**config.mk**
```make
export PLATFORM = sky130hd
export DESIGN_NAME = stage_responder_flat
export DESIGN_NICKNAME = d
export VERILOG_FILES = /design/src/rtl/edge_pkg.sv /design/src/rtl/stage_responder_if.sv /design/src/rtl/drain_watchdog.sv /design/src/rtl/stage_responder.sv /design/src/flat_wrapper.sv
export SDC_FILE = /design/constraint.sdc
export NUM_CORES = 1
export LEC_CHECK = 0
export BUFFER_PORTS_ARGS = -buffer_cell sky130_fd_sc_hd__buf_2
export CAP_MARGIN = 5
export CELL_PAD_IN_SITES_DETAIL_PLACEMENT = 1
export CELL_PAD_IN_SITES_GLOBAL_PLACEMENT = 1
export CORE_MARGIN = 3
export CORE_UTILIZATION = 30
export DETAILED_ROUTE_END_ITERATION = 10
export PLACE_DENSITY_LB_ADDON = 0.1
export SKIP_LAST_GASP = 1
export SYNTH_ARGS = -nofsm -noshare
export SYNTH_HDL_FRONTEND = slang
export SYNTH_SLANG_ARGS = --single-unit
```
**constraint.sdc**
```tcl
create_clock -name clk -period 2.4 [get_ports clk]
set_input_delay 0.12 -clock clk [delete_from_list [all_inputs] [get_ports clk]]
set_output_delay 0.12 -clock clk [all_outputs]
set_load 0.02 [all_outputs]
```
**src/rtl/edge_pkg.sv**
```systemverilog
// rtl/edge_pkg.sv - shared pipeline types and default frame/buffer geometry
package edge_pkg;

    typedef enum logic [1:0] {
        IDLE  = 2'd0,
        READ  = 2'd1,
        DRAIN = 2'd2,
        DONE  = 2'd3
    } responder_state_t;

    localparam int DEF_DATA_W = 8;
    localparam int DEF_ADDR_W = 12;
    localparam int DEF_IMG_W  = 64;
    localparam int DEF_IMG_H  = 64;

endpackage

```
**src/rtl/stage_responder_if.sv**
```systemverilog
// rtl/stage_responder_if.sv - source buffer, datapath and destination buffer signals of a stage
interface stage_responder_if #(
    parameter int DATA_W = 8,
    parameter int ADDR_W = 12
) ();
    logic              rd_en;
    logic [ADDR_W-1:0] rd_addr;
    logic [DATA_W-1:0] rd_data;
    logic              dp_valid_in;
    logic [DATA_W-1:0] dp_data_in;
    logic              dp_valid_out;
    logic [DATA_W-1:0] dp_data_out;
    logic              wr_en;
    logic [ADDR_W-1:0] wr_addr;
    logic [DATA_W-1:0] wr_data;

    modport master (
        output rd_en, rd_addr, dp_valid_in, dp_data_in, wr_en, wr_addr, wr_data,
        input  rd_data, dp_valid_out, dp_data_out
    );

    modport slave (
        input  rd_en, rd_addr, dp_valid_in, dp_data_in, wr_en, wr_addr, wr_data,
        output rd_data, dp_valid_out, dp_data_out
    );
endinterface

```
**src/rtl/drain_watchdog.sv**
```systemverilog
// rtl/drain_watchdog.sv - clearable idle counter whose flag fires as it reaches TIMEOUT-1
module drain_watchdog #(
    parameter int TIMEOUT = 1024
) (
    input  logic clk,
    input  logic reset,
    input  logic clear,
    output logic expired
);
    localparam int CNT_W = $clog2(TIMEOUT + 1);

    logic [CNT_W-1:0] cnt;

    // Flag on the cycle whose increment lands on TIMEOUT-1, so the owner reacts on that same edge.
    assign expired = !clear && (cnt == CNT_W'(TIMEOUT - 2));

    always_ff @(posedge clk) begin
        if (reset || clear) begin
            cnt <= '0;
        end else if (cnt != CNT_W'(TIMEOUT - 1)) begin
            cnt <= cnt + 1'b1;
        end
    end
endmodule

```
**src/rtl/stage_responder.sv**
```systemverilog
// rtl/stage_responder.sv - streams one frame through a stage datapath and reports completion
module stage_responder
    import edge_pkg::*;
#(
    parameter int IMG_W   = DEF_IMG_W,
    parameter int IMG_H   = DEF_IMG_H,
    parameter int DATA_W  = DEF_DATA_W,
    parameter int ADDR_W  = DEF_ADDR_W,
    parameter int TIMEOUT = 1024
) (
    input  logic               clk,
    input  logic               reset,
    input  logic               stage_enable,
    output logic               stage_done,
    output logic               busy,
    output logic               timeout_err,
    stage_responder_if.master  bus
);
    localparam int N = IMG_W * IMG_H;

    responder_state_t  state, state_next;
    logic [ADDR_W-1:0] rd_cnt;
    logic [ADDR_W:0]   wr_cnt;
    logic              dp_valid_q;
    logic              rd_en_c, wr_en_c, active;
    logic              last_read, last_write, wd_expired, wd_fire;

    assign active     = (state == READ) || (state == DRAIN);
    assign rd_en_c    = (state == READ) && stage_enable;
    assign wr_en_c    = active && bus.dp_valid_out && (wr_cnt < (ADDR_W+1)'(N));
    assign last_read  = rd_en_c && (rd_cnt == ADDR_W'(N - 1));
    assign last_write = wr_en_c && (wr_cnt == (ADDR_W+1)'(N - 1));

    drain_watchdog #(.TIMEOUT(TIMEOUT)) u_watchdog (
        .clk     (clk),
        .reset   (reset),
        .clear   ((state != DRAIN) || bus.dp_valid_out),
        .expired (wd_expired)
    );

    always_comb begin
        state_next = state;
        wd_fire    = 1'b0;
        case (state)
            IDLE:  if (stage_enable) state_next = READ;
            READ: begin
                if (!stage_enable)  state_next = IDLE;
                else if (last_read) state_next = DRAIN;
            end
            DRAIN: begin
                // Abort beats completion; a final write beats the watchdog.
                if (!stage_enable)   state_next = IDLE;
                else if (last_write) state_next = DONE;
                else if (wd_expired) begin
                    state_next = DONE;
                    wd_fire    = 1'b1;
                end
            end
            DONE:  if (!stage_enable) state_next = IDLE;
            default: state_next = IDLE;
        endcase
    end

    always_ff @(posedge clk) begin
        if (reset) begin
            state       <= IDLE;
            rd_cnt      <= '0;
            wr_cnt      <= '0;
            dp_valid_q  <= 1'b0;
            stage_done  <= 1'b0;
            busy        <= 1'b0;
            timeout_err <= 1'b0;
        end else begin
            state      <= state_next;
            stage_done <= (state_next == DONE);
            busy       <= (state_next == READ) || (state_next == DRAIN);
            dp_valid_q <= rd_en_c;
            if (state_next == IDLE) begin
                rd_cnt      <= '0;
                wr_cnt      <= '0;
                timeout_err <= 1'b0;
            end else begin
                if (rd_en_c && !last_read) rd_cnt <= rd_cnt + 1'b1;
                if (wr_en_c)               wr_cnt <= wr_cnt + 1'b1;
                if (wd_fire)               timeout_err <= 1'b1;
            end
        end
    end

    assign bus.rd_en       = rd_en_c;
    assign bus.rd_addr     = rd_cnt;
    assign bus.dp_valid_in = dp_valid_q;
    assign bus.dp_data_in  = dp_valid_q ? bus.rd_data : '0;
    assign bus.wr_en       = wr_en_c;
    assign bus.wr_addr     = wr_cnt[ADDR_W-1:0];
    assign bus.wr_data     = wr_en_c ? bus.dp_data_out : '0;
endmodule

```
**src/flat_wrapper.sv**
```systemverilog
// flat-port wrapper written by rule: the top's interface ports become plain ports
module stage_responder_flat import edge_pkg::*;
#(
    parameter int IMG_W   = DEF_IMG_W,
    parameter int IMG_H   = DEF_IMG_H,
    parameter int DATA_W  = DEF_DATA_W,
    parameter int ADDR_W  = DEF_ADDR_W,
    parameter int TIMEOUT = 1024
)
  (clk, reset, stage_enable, stage_done, busy, timeout_err, bus_rd_en, bus_rd_addr, bus_dp_valid_in, bus_dp_data_in, bus_wr_en, bus_wr_addr, bus_wr_data, bus_rd_data, bus_dp_valid_out, bus_dp_data_out);
  stage_responder_if #(.DATA_W(DATA_W), .ADDR_W(ADDR_W)) bus_i ();
  input  logic clk;
  input  logic reset;
  input  logic stage_enable;
  output logic stage_done;
  output logic busy;
  output logic timeout_err;
  output wire logic [$bits(bus_i.rd_en)-1:0] bus_rd_en;
  output wire logic [$bits(bus_i.rd_addr)-1:0] bus_rd_addr;
  output wire logic [$bits(bus_i.dp_valid_in)-1:0] bus_dp_valid_in;
  output wire logic [$bits(bus_i.dp_data_in)-1:0] bus_dp_data_in;
  output wire logic [$bits(bus_i.wr_en)-1:0] bus_wr_en;
  output wire logic [$bits(bus_i.wr_addr)-1:0] bus_wr_addr;
  output wire logic [$bits(bus_i.wr_data)-1:0] bus_wr_data;
  input wire logic [$bits(bus_i.rd_data)-1:0] bus_rd_data;
  input wire logic [$bits(bus_i.dp_valid_out)-1:0] bus_dp_valid_out;
  input wire logic [$bits(bus_i.dp_data_out)-1:0] bus_dp_data_out;
  assign bus_rd_en = bus_i.rd_en;
  assign bus_rd_addr = bus_i.rd_addr;
  assign bus_dp_valid_in = bus_i.dp_valid_in;
  assign bus_dp_data_in = bus_i.dp_data_in;
  assign bus_wr_en = bus_i.wr_en;
  assign bus_wr_addr = bus_i.wr_addr;
  assign bus_wr_data = bus_i.wr_data;
  assign bus_i.rd_data = bus_rd_data;
  assign bus_i.dp_valid_out = bus_dp_valid_out;
  assign bus_i.dp_data_out = bus_dp_data_out;
  stage_responder #(.IMG_W(IMG_W), .IMG_H(IMG_H), .DATA_W(DATA_W), .ADDR_W(ADDR_W), .TIMEOUT(TIMEOUT)) u_core (.clk(clk), .reset(reset), .stage_enable(stage_enable), .stage_done(stage_done), .busy(busy), .timeout_err(timeout_err), .bus(bus_i));
endmodule
```
* After elaboration in Yosys (flattened, before gate mapping) *
Cells that the tools add are included.

word-level totals
  input bits = 20
  logic and storage cells = 53
  register bits = 42
  output and inout bits = 46

cells by class
  $lt $le $gt $ge = 1
  equal/unequal tests = 11
  reduce and logical (&&, ||, !) cells = 16
  $add $sub $neg = 3
  muxes and demuxes = 14

operators with widths
  kind                                                      count
  2-to-1 mux 8 bit                                          2
  2-to-1 mux 2 bit                                          7
  adder 13 x 1 -> 13 bit (second input constant)            1
  equality test 13 x 12 -> 1 bit (second input constant)    1
  less-than comparator 13 bit (second input constant)       1
  adder 12 x 1 -> 12 bit (second input constant)            1
  equality test 12 bit (second input constant)              1
  adder 11 x 1 -> 11 bit (second input constant)            1
  equality test 11 x 10 -> 1 bit (second input constant)    1
  inequality test 11 x 10 -> 1 bit (second input constant)  1
  equality test 2 bit (second input constant)               4
  one-hot mux 2 bit (4 select lines)                        1
  logical AND 1 bit                                         7
  equality test 2 x 1 -> 1 bit (second input constant)      2
  zero test 2 bit                                           2
  logical OR 1 bit                                          4
  2-to-1 mux 1 bit                                          4
  zero test 1 bit                                           2
  inequality test 2 bit (second input constant)             1
  OR reduction 2 bit                                        1

* Longest topological paths before layout *
Gate-level depths: netlist of the first run.

  depth in word-level cells = 10
  depth in mapped cells = 10
  gate-level depth less buffers = 8

* Modules after synthesis *
A second synthesis of the first run with hierarchy kept.

second synthesis, totals
  cell total of the unflattened synthesis = 259
  area, all modules = 2344.7 um^2

by module, submodules not included
  module           seq. area each (um^2)  cells each  instances  area each (um^2)
  stage_responder  620.6                  199         1          1785.5
  drain_watchdog   220.2                  60          1          559.3

* Worst setup path before layout of the first run *
No wires, ideal clock.

  path kind = register to register
  start point = register u_core.state[0]
  end point = register u_core.wr_cnt[0]
  arrival = 1959 ps
  buffers on the path = 2
  setup slack = 378 ps
  library setup time = 63 ps
  stages on the path, launching flop included = 11
  period minus slack after synthesis = 2022 ps
  data required time = 2337 ps
  cells stage by stage = dfxtp_1 > inv_1 > ha_1 > nand4b_1 > nor2_1 > a21oi_2 > o21a_1 > a21o_1 > buf_6 > buf_12 > nor2_4

on the way
  word-level cells in the longest chain between the ends = 10
  elaborated cells on any way between the ends = 24
  classes of those cells = eq/ne (4); mux (8); reduce/logical (12)

RTL lines
  element                                                       line                                          source
  start, declared                                               stage_responder.sv:21                         responder_state_t state, state_next;
  start signal, assigned                                        stage_responder.sv:74                         state <= state_next;
  inequality test 2 bit, or another cell as far along           stage_responder.sv:37                         .clear ((state != DRAIN) || bus.dp_valid_out),
  logical OR 1 bit, on equally long branches                    stage_responder.sv:37, stage_responder.sv:28
  zero test 1 bit / logical AND 1 bit (equally long branches)   drain_watchdog.sv:15, stage_responder.sv:30
  logical AND 1 bit, on equally long branches                   drain_watchdog.sv:15, stage_responder.sv:30
  2-to-1 mux 2 bit / logical AND 1 bit (equally long branches)  stage_responder.sv:54, stage_responder.sv:32
  2-to-1 mux 2 bit                                              stage_responder.sv:53                         else if (last_write) state_next = DONE;
  2-to-1 mux 2 bit                                              stage_responder.sv:52                         if (!stage_enable) state_next = IDLE;
  one-hot mux 2 bit (4 select lines)                            stage_responder.sv:44                         case (state)
  zero test 2 bit                                               stage_responder.sv:78                         if (state_next == IDLE) begin
  OR reduction 2 bit (no source line)                           -
  end signal, assigned                                          stage_responder.sv:84                         if (wr_en_c) wr_cnt <= wr_cnt + 1'b1;
  end, declared                                                 stage_responder.sv:23                         logic [ADDR_W:0] wr_cnt;

Several ways; a longest one is shown, not always the timed one.
A chain may end at the register's enable or synchronous reset.

* Worst setup path in the final report of the first run *
  start point = register u_core.state[1]
  end point = register u_core.wr_cnt[12]

The elaborated chain is that of the path after synthesis.

==> flow_summary.json, run 1 <==
{
  "status": "completed",
  "drc": 0,
  "die_h_um": 94.0,
  "io_buffers": 65,
  "worstSetupPathType": "flop to flop",
  "diodes": 0,
  "whs_ns": 0.0943,
  "final_nets": 336,
  "ioPinCount": 66,
  "tritoncts": "built",
  "fin_crit_sh": 0.900,
  "grt_pass1_vias": 1855,
  "worstPathRequired_ns": 2.58,
  "grt_usage": 0.124,
  "avgSynthCellArea_um2": 9.44,
  "ys_seq_area_frac": 0.362,
  "clkSinkCount": 42,
  "cts_root_buf": "clkbuf_8",
  "setup_slack_ns": 0.240,
  "synth_cell_types": 41,
  "numCtsBuffers": 5,
  "cp_top_family": "compound AO/OA/AOI/OAI gates",
  "crit_chain": "inv_1 -> ha_1 -> nor3_1 -> nor4_1 -> a221oi_1 -> o21a_1 -> a21o_2 -> buf_12 -> nor2_1",
  "clkLatencyLatePin_ns": 0.29,
  "viasPerCell": 4.47,
  "dpl_worst_slack_ns": 0.243,
  "finalCriticalPeriod_ns": 2.16,
  "grt-ovfl-total": 0,
  "hp-class": "input port to flop",
  "clockBufferDepth": 2,
  "syn2layout_area_growth_pct": 20.4,
  "path_buf_inv": 2,
  "dp_hpwl_um": 3960,
  "crit_fanout": 14,
  "cts_hold_buf": 0,
  "tightest_slew_ns": 0.448,
  "ir_drop_v": 0.000185,
  "setup_viol": 0,
  "synthFlopType": "dfxtp_1",
  "hold_violations": 0,
  "detail-route-antenna-nets": 0,
  "slew_headroom": 0.700,
  "dr.pass1.iters": 3,
  "slew_violations": 0,
  "post_cts_resized": 0,
  "crit_path_start_kind": "flop",
  "routed_wl_um": 5030,
  "num_rows": 31,
  "slowest_delay_ns": 0.39,
  "synth_nets": 274,
  "synth_area_um2": 2320,
  "cp_slowest_cell": "dfxtp_1",
  "dieArea_um2": 8830,
  "antenna_found_initial": 0,
  "final_common_cell": "buf_2",
  "finalSetupTns_ns": 0,
  "p_per_area_nw_per_um2": 487,
  "synthCells": 246,
  "initial_core_util": 0.315,
  "crit_arrival_ns": 2.34,
  "cts_setup_buffers": 0,
  "worstSetupEndpointType": "flop",
  "dieWidth_um": 94.0,
  "async_flop_share": 0,
  "path_clk_slew_ns": 0.08,
  "gp_congestion": 0.714,
  "synth_warnings": 0,
  "p_leak_nw": 1.17,
  "grt_first_pass_wirelength_um": 8710,
  "core_area_um2": 7370,
  "vias": 1822,
  "drv_cap": 0,
  "drt_iter0_drc": 33,
  "wire_per_inst_um": 12.3,
  "cts_max_level": 2,
  "final_cell_mix": "65 x buf_2, 42 x dfxtp_1, 29 x nor2_1",
  "ys_ff_latch": 42,
  "fin_skew_ns": 0.00837,
  "fmax_mhz": 463,
  "grt_max_degree": 15,
  "layout-drive-gt1-share": 0.350,
  "synth-edff-count": 0,
  "rsz0062_at_grt": "false"
}
[synthesized netlist by cell type, types with 3 or more instances]
| cell | instances | area share |
|---|---|---|
| a21oi_1 | 3 | 0.0065 |
| and2_1 | 16 | 0.043 |
| and3_1 | 3 | 0.0081 |
| buf_4 | 12 | 0.039 |
| dfxtp_1 | 42 | 0.36 |
| ha_1 | 8 | 0.043 |
| inv_1 | 9 | 0.015 |
| nand2_1 | 13 | 0.021 |
| nand3_1 | 10 | 0.022 |
| nand4_1 | 9 | 0.024 |
| nor2_1 | 29 | 0.047 |
| nor2_4 | 19 | 0.092 |
| nor3_1 | 6 | 0.013 |
| nor4_1 | 4 | 0.011 |
| xnor2_1 | 11 | 0.041 |
| xor2_1 | 19 | 0.072 |
[power by group]
group	total [mW]	switching [mW]	internal [mW]	leakage [nW]
Clock	0.466	0.234	0.232	0.0482
Sequential	0.710	0.00689	0.703	0.339
Combinational	0.184	0.114	0.0694	0.782
Total	1.36	0.355	1.00	1.17
[worst reg2reg max path, cell delays in order (launching register included)]
cell and delay [ns]:
dfxtp_1 0.39, inv_1 0.10, ha_1 0.22, nor3_1 0.25, nor4_1 0.08, a221oi_1 0.29
o21a_1 0.24, a21o_2 0.20, buf_12 0.20, nor2_1 0.07
[path summary, 6_finish.rpt]
check | from | endpoint | slack (ns) | cells after the start
setup / recovery | u_core.state[1]$_SDFF_PP0_ | u_core.wr_cnt[12]$_SDFFE_PP0N_ | 0.24 | 9
hold / removal | reset | u_core.busy$_SDFF_PP0_ | 0.09 | 2
setup reg to reg | u_core.state[1]$_SDFF_PP0_ | u_core.wr_cnt[12]$_SDFFE_PP0N_ | 0.24 | 9
hold reg to reg | u_core.u_watchdog.cnt[10]$_SDFFE_PP0P_ | u_core.u_watchdog.cnt[10]$_SDFFE_PP0P_ | 0.43 | 2
[flip-flops by register name, summed over array words and instances (netlist names)]
name                    cells
u_core.wr_cnt              13
u_core.bus.rd_addr         12
u_core.u_watchdog.cnt      11
u_core.state                2
u_core.bus.dp_valid_in      1
u_core.busy                 1
u_core.stage_done           1
u_core.timeout_err          1
[layer usage]
layer  track usage  vias to the layer above  share of wire  wire (µm)
met3        0.0409                        4          0.062        313
met1         0.153                      841           0.45       2270
met5             0                        -              0          0
met2         0.201                       43           0.47       2380
li1              -                      934              -          -
met4        0.0433                        0          0.013         63
[logic make-up after synthesis]
group | synth area share
XOR/XNOR | 0.113
adder cells (fa/ha/maj) | 0.0431
buffers and inverters | 0.0808
flip-flops | 0.362
multiplexers | 0.00862
AND/OR/NAND/NOR | 0.352
AO/OA/AOI/OAI | 0.0404
[stage by stage]
| stage | area, µm² | utilization | total power, mW | std cells |
|---|---|---|---|---|
| 6_report | 2800 | 0.379 | 1.36 | 408 |
| 5_1_grt | 2800 | 0.379 | 1.43 | 408 |
| 3_3_place_gp | 2700 | 0.367 | 0.914 | 400 |
| 4_1_cts | 2800 | 0.379 | 1.40 | 408 |
| 3_5_place_dp | 2700 | 0.367 | 0.915 | 400 |
| 2_1_floorplan | 2320 | - | 0.864 | 246 |
[cell type report]
class	count	area [µm²]
clock buffer	7	86.3
clock inverter	1	5.00
fill	904	4570
inverter	9	33.8
multi-input combinational	177	1290
sequential	42	841
tap	99	124
timing repair buffer	73	410
(Power assumes the default switching activity.)
==> inputs of run 2 (changes only) <==
clock period = 2.7 ns   (was 2.4 ns; I/O delays follow)
==> run 2 against run 1 <==
  * Core utilization fell by 0.58 points
  * Die area did not move
  * Global-route usage fell by 0.13 points
  * Register-to-register slack improved by 0.17 ns
  * Clock-buffer cell count did not move
  * Critical path type unchanged
  * Critical endpoint is now u_core.bus.rd_addr[1]$_SDFFE_PP0P_
  * Largest power group unchanged
  * Highest routed layer unchanged
==> flow_summary.json, run 2 (synthesis results as in run 1) <==
{
  "grt_pass1_vias": 1833,
  "slew_headroom": 0.543,
  "fin_util": 0.374,
  "slew_violations": 0,
  "cts_root_buf": "clkbuf_8",
  "path_clk_slew_ns": 0.08,
  "use_met2": 0.203,
  "hp-class": "input port to flop",
  "worstSetupEndpointType": "flop",
  "p_per_area_nw_per_um2": 438,
  "ir_drop_v": 0.000154,
  "cts_max_level": 2,
  "clockBufferDepth": 2,
  "cts_setup_buffers": 0,
  "final_cell_mix": "65 x buf_2, 42 x dfxtp_1, 29 x nor2_1",
  "drt_iter0_drc": 67,
  "grt_first_pass_wirelength_um": 8850,
  "clkLatencyLatePin_ns": 0.29,
  "drv_cap": 0,
  "detail-route-antenna-nets": 0,
  "layout-drive-gt1-share": 0.341,
  "gr-usage-met3": 0.0345,
  "cts_hold_buf": 0,
  "p_leak_nw": 1.14,
  "largest_register_ffs": 13,
  "diodes": 0,
  "final_nets": 332,
  "final_common_cell": "buf_2",
  "die_h_um": 94.0,
  "gp_congestion": 0.718,
  "rsz0062_at_grt": "false",
  "whs_path_depth": 2,
  "dpl_cell_area_um2": 2660,
  "core_area_um2": 7370,
  "initial_core_util": 0.315,
  "post_cts_resized": 0,
  "crit_arrival_ns": 2.52,
  "grt_usage": 0.123,
  "dr.pass1.iters": 3,
  "dieArea_um2": 8830,
  "p_total_mw": 1.21,
  "tritoncts": "built",
  "setup_slack_ns": 0.406,
  "crit_fanout": 13,
  "dpl_worst_slack_ns": 0.390,
  "dp_hpwl_um": 3810,
  "crit_path_start_kind": "flop",
  "top_usage_layer": "met2",
  "tightest_slew_ns": 0.680,
  "numCtsBuffers": 5,
  "setup_viol": 0,
  "fin_skew_ns": 0.00277,
  "finalSetupTns_ns": 0,
  "status": "completed",
  "finalInstanceArea_um2": 2750,
  "ioPinCount": 66,
  "viasPerCell": 4.46,
  "worstPathRequired_ns": 2.93,
  "hold_violations": 0,
  "fin_crit_sh": 0.850,
  "worstSetupPathType": "flop to flop",
  "dieWidth_um": 94.0,
  "fmax_mhz": 436,
  "num_rows": 31,
  "grt-ovfl-total": 0,
  "clkSinkCount": 42,
  "io_buffers": 65,
  "drc": 0,
  "routed_wl_um": 4940,
  "grt_max_degree": 14,
  "wire_per_inst_um": 12.2,
  "vias": 1802,
  "syn2layout_area_growth_pct": 18.5,
  "registers.top_by_ff_count": "u_core.wr_cnt",
  "finalCriticalPeriod_ns": 2.29,
  "reg2reg_depth": 9,
  "use_met1": 0.154,
  "antenna_found_initial": 0
}
## run 2: final cells by class
class,instances,area [µm²]
clock buffers,7,86.3
clock inverters,1,5.00
fillers,895,4620
inverters,9,33.8
multi-input cells,177,1290
flip-flops and latches,42,841
well taps,99,124
repair buffers,69,368
## run 2: critical path, stage by stage, from the launching register on
cell      delay [ns]
dfxtp_1         0.39
inv_1           0.11
ha_1            0.30
nand4b_1        0.15
nor2_1          0.31
a21oi_2         0.13
o21a_1          0.24
a21o_2          0.23
buf_4           0.23
a21oi_1         0.13
## run 2: path summary, 6_finish.rpt
| kind | start | slack (ns) | endpoint |
|---|---|---|---|
| hold reg to reg | u_core.u_watchdog.cnt[10]$_SDFFE_PP0P_ | 0.43 | u_core.u_watchdog.cnt[10]$_SDFFE_PP0P_ |
| hold / removal | reset | 0.11 | u_core.busy$_SDFF_PP0_ |
| setup / recovery | u_core.state[1]$_SDFF_PP0_ | 0.41 | u_core.bus.rd_addr[1]$_SDFFE_PP0P_ |
| setup reg to reg | u_core.state[1]$_SDFF_PP0_ | 0.41 | u_core.bus.rd_addr[1]$_SDFFE_PP0P_ |
## run 2: report_power, final
group,internal [mW],total [mW],switching (mW)
combinational,0.0564,0.158,0.102
clock,0.206,0.418,0.211
sequential,0.625,0.631,0.00605
total,0.888,1.21,0.319
## run 2: metal layers
layer | part of all wire | wire (µm)
met1 | 0.45 | 2240
met2 | 0.47 | 2330
met3 | 0.064 | 315
met4 | 0.012 | 57
met5 | 0 | 0
## run 2: per-stage QoR
step | std cells | hold WS [ns]
floorplan | 246 | 0.207
global placement | 396 | 0.416
detailed placement | 396 | 0.417
CTS | 404 | 0.0952
global route | 404 | 0.108
finish | 404 | 0.106
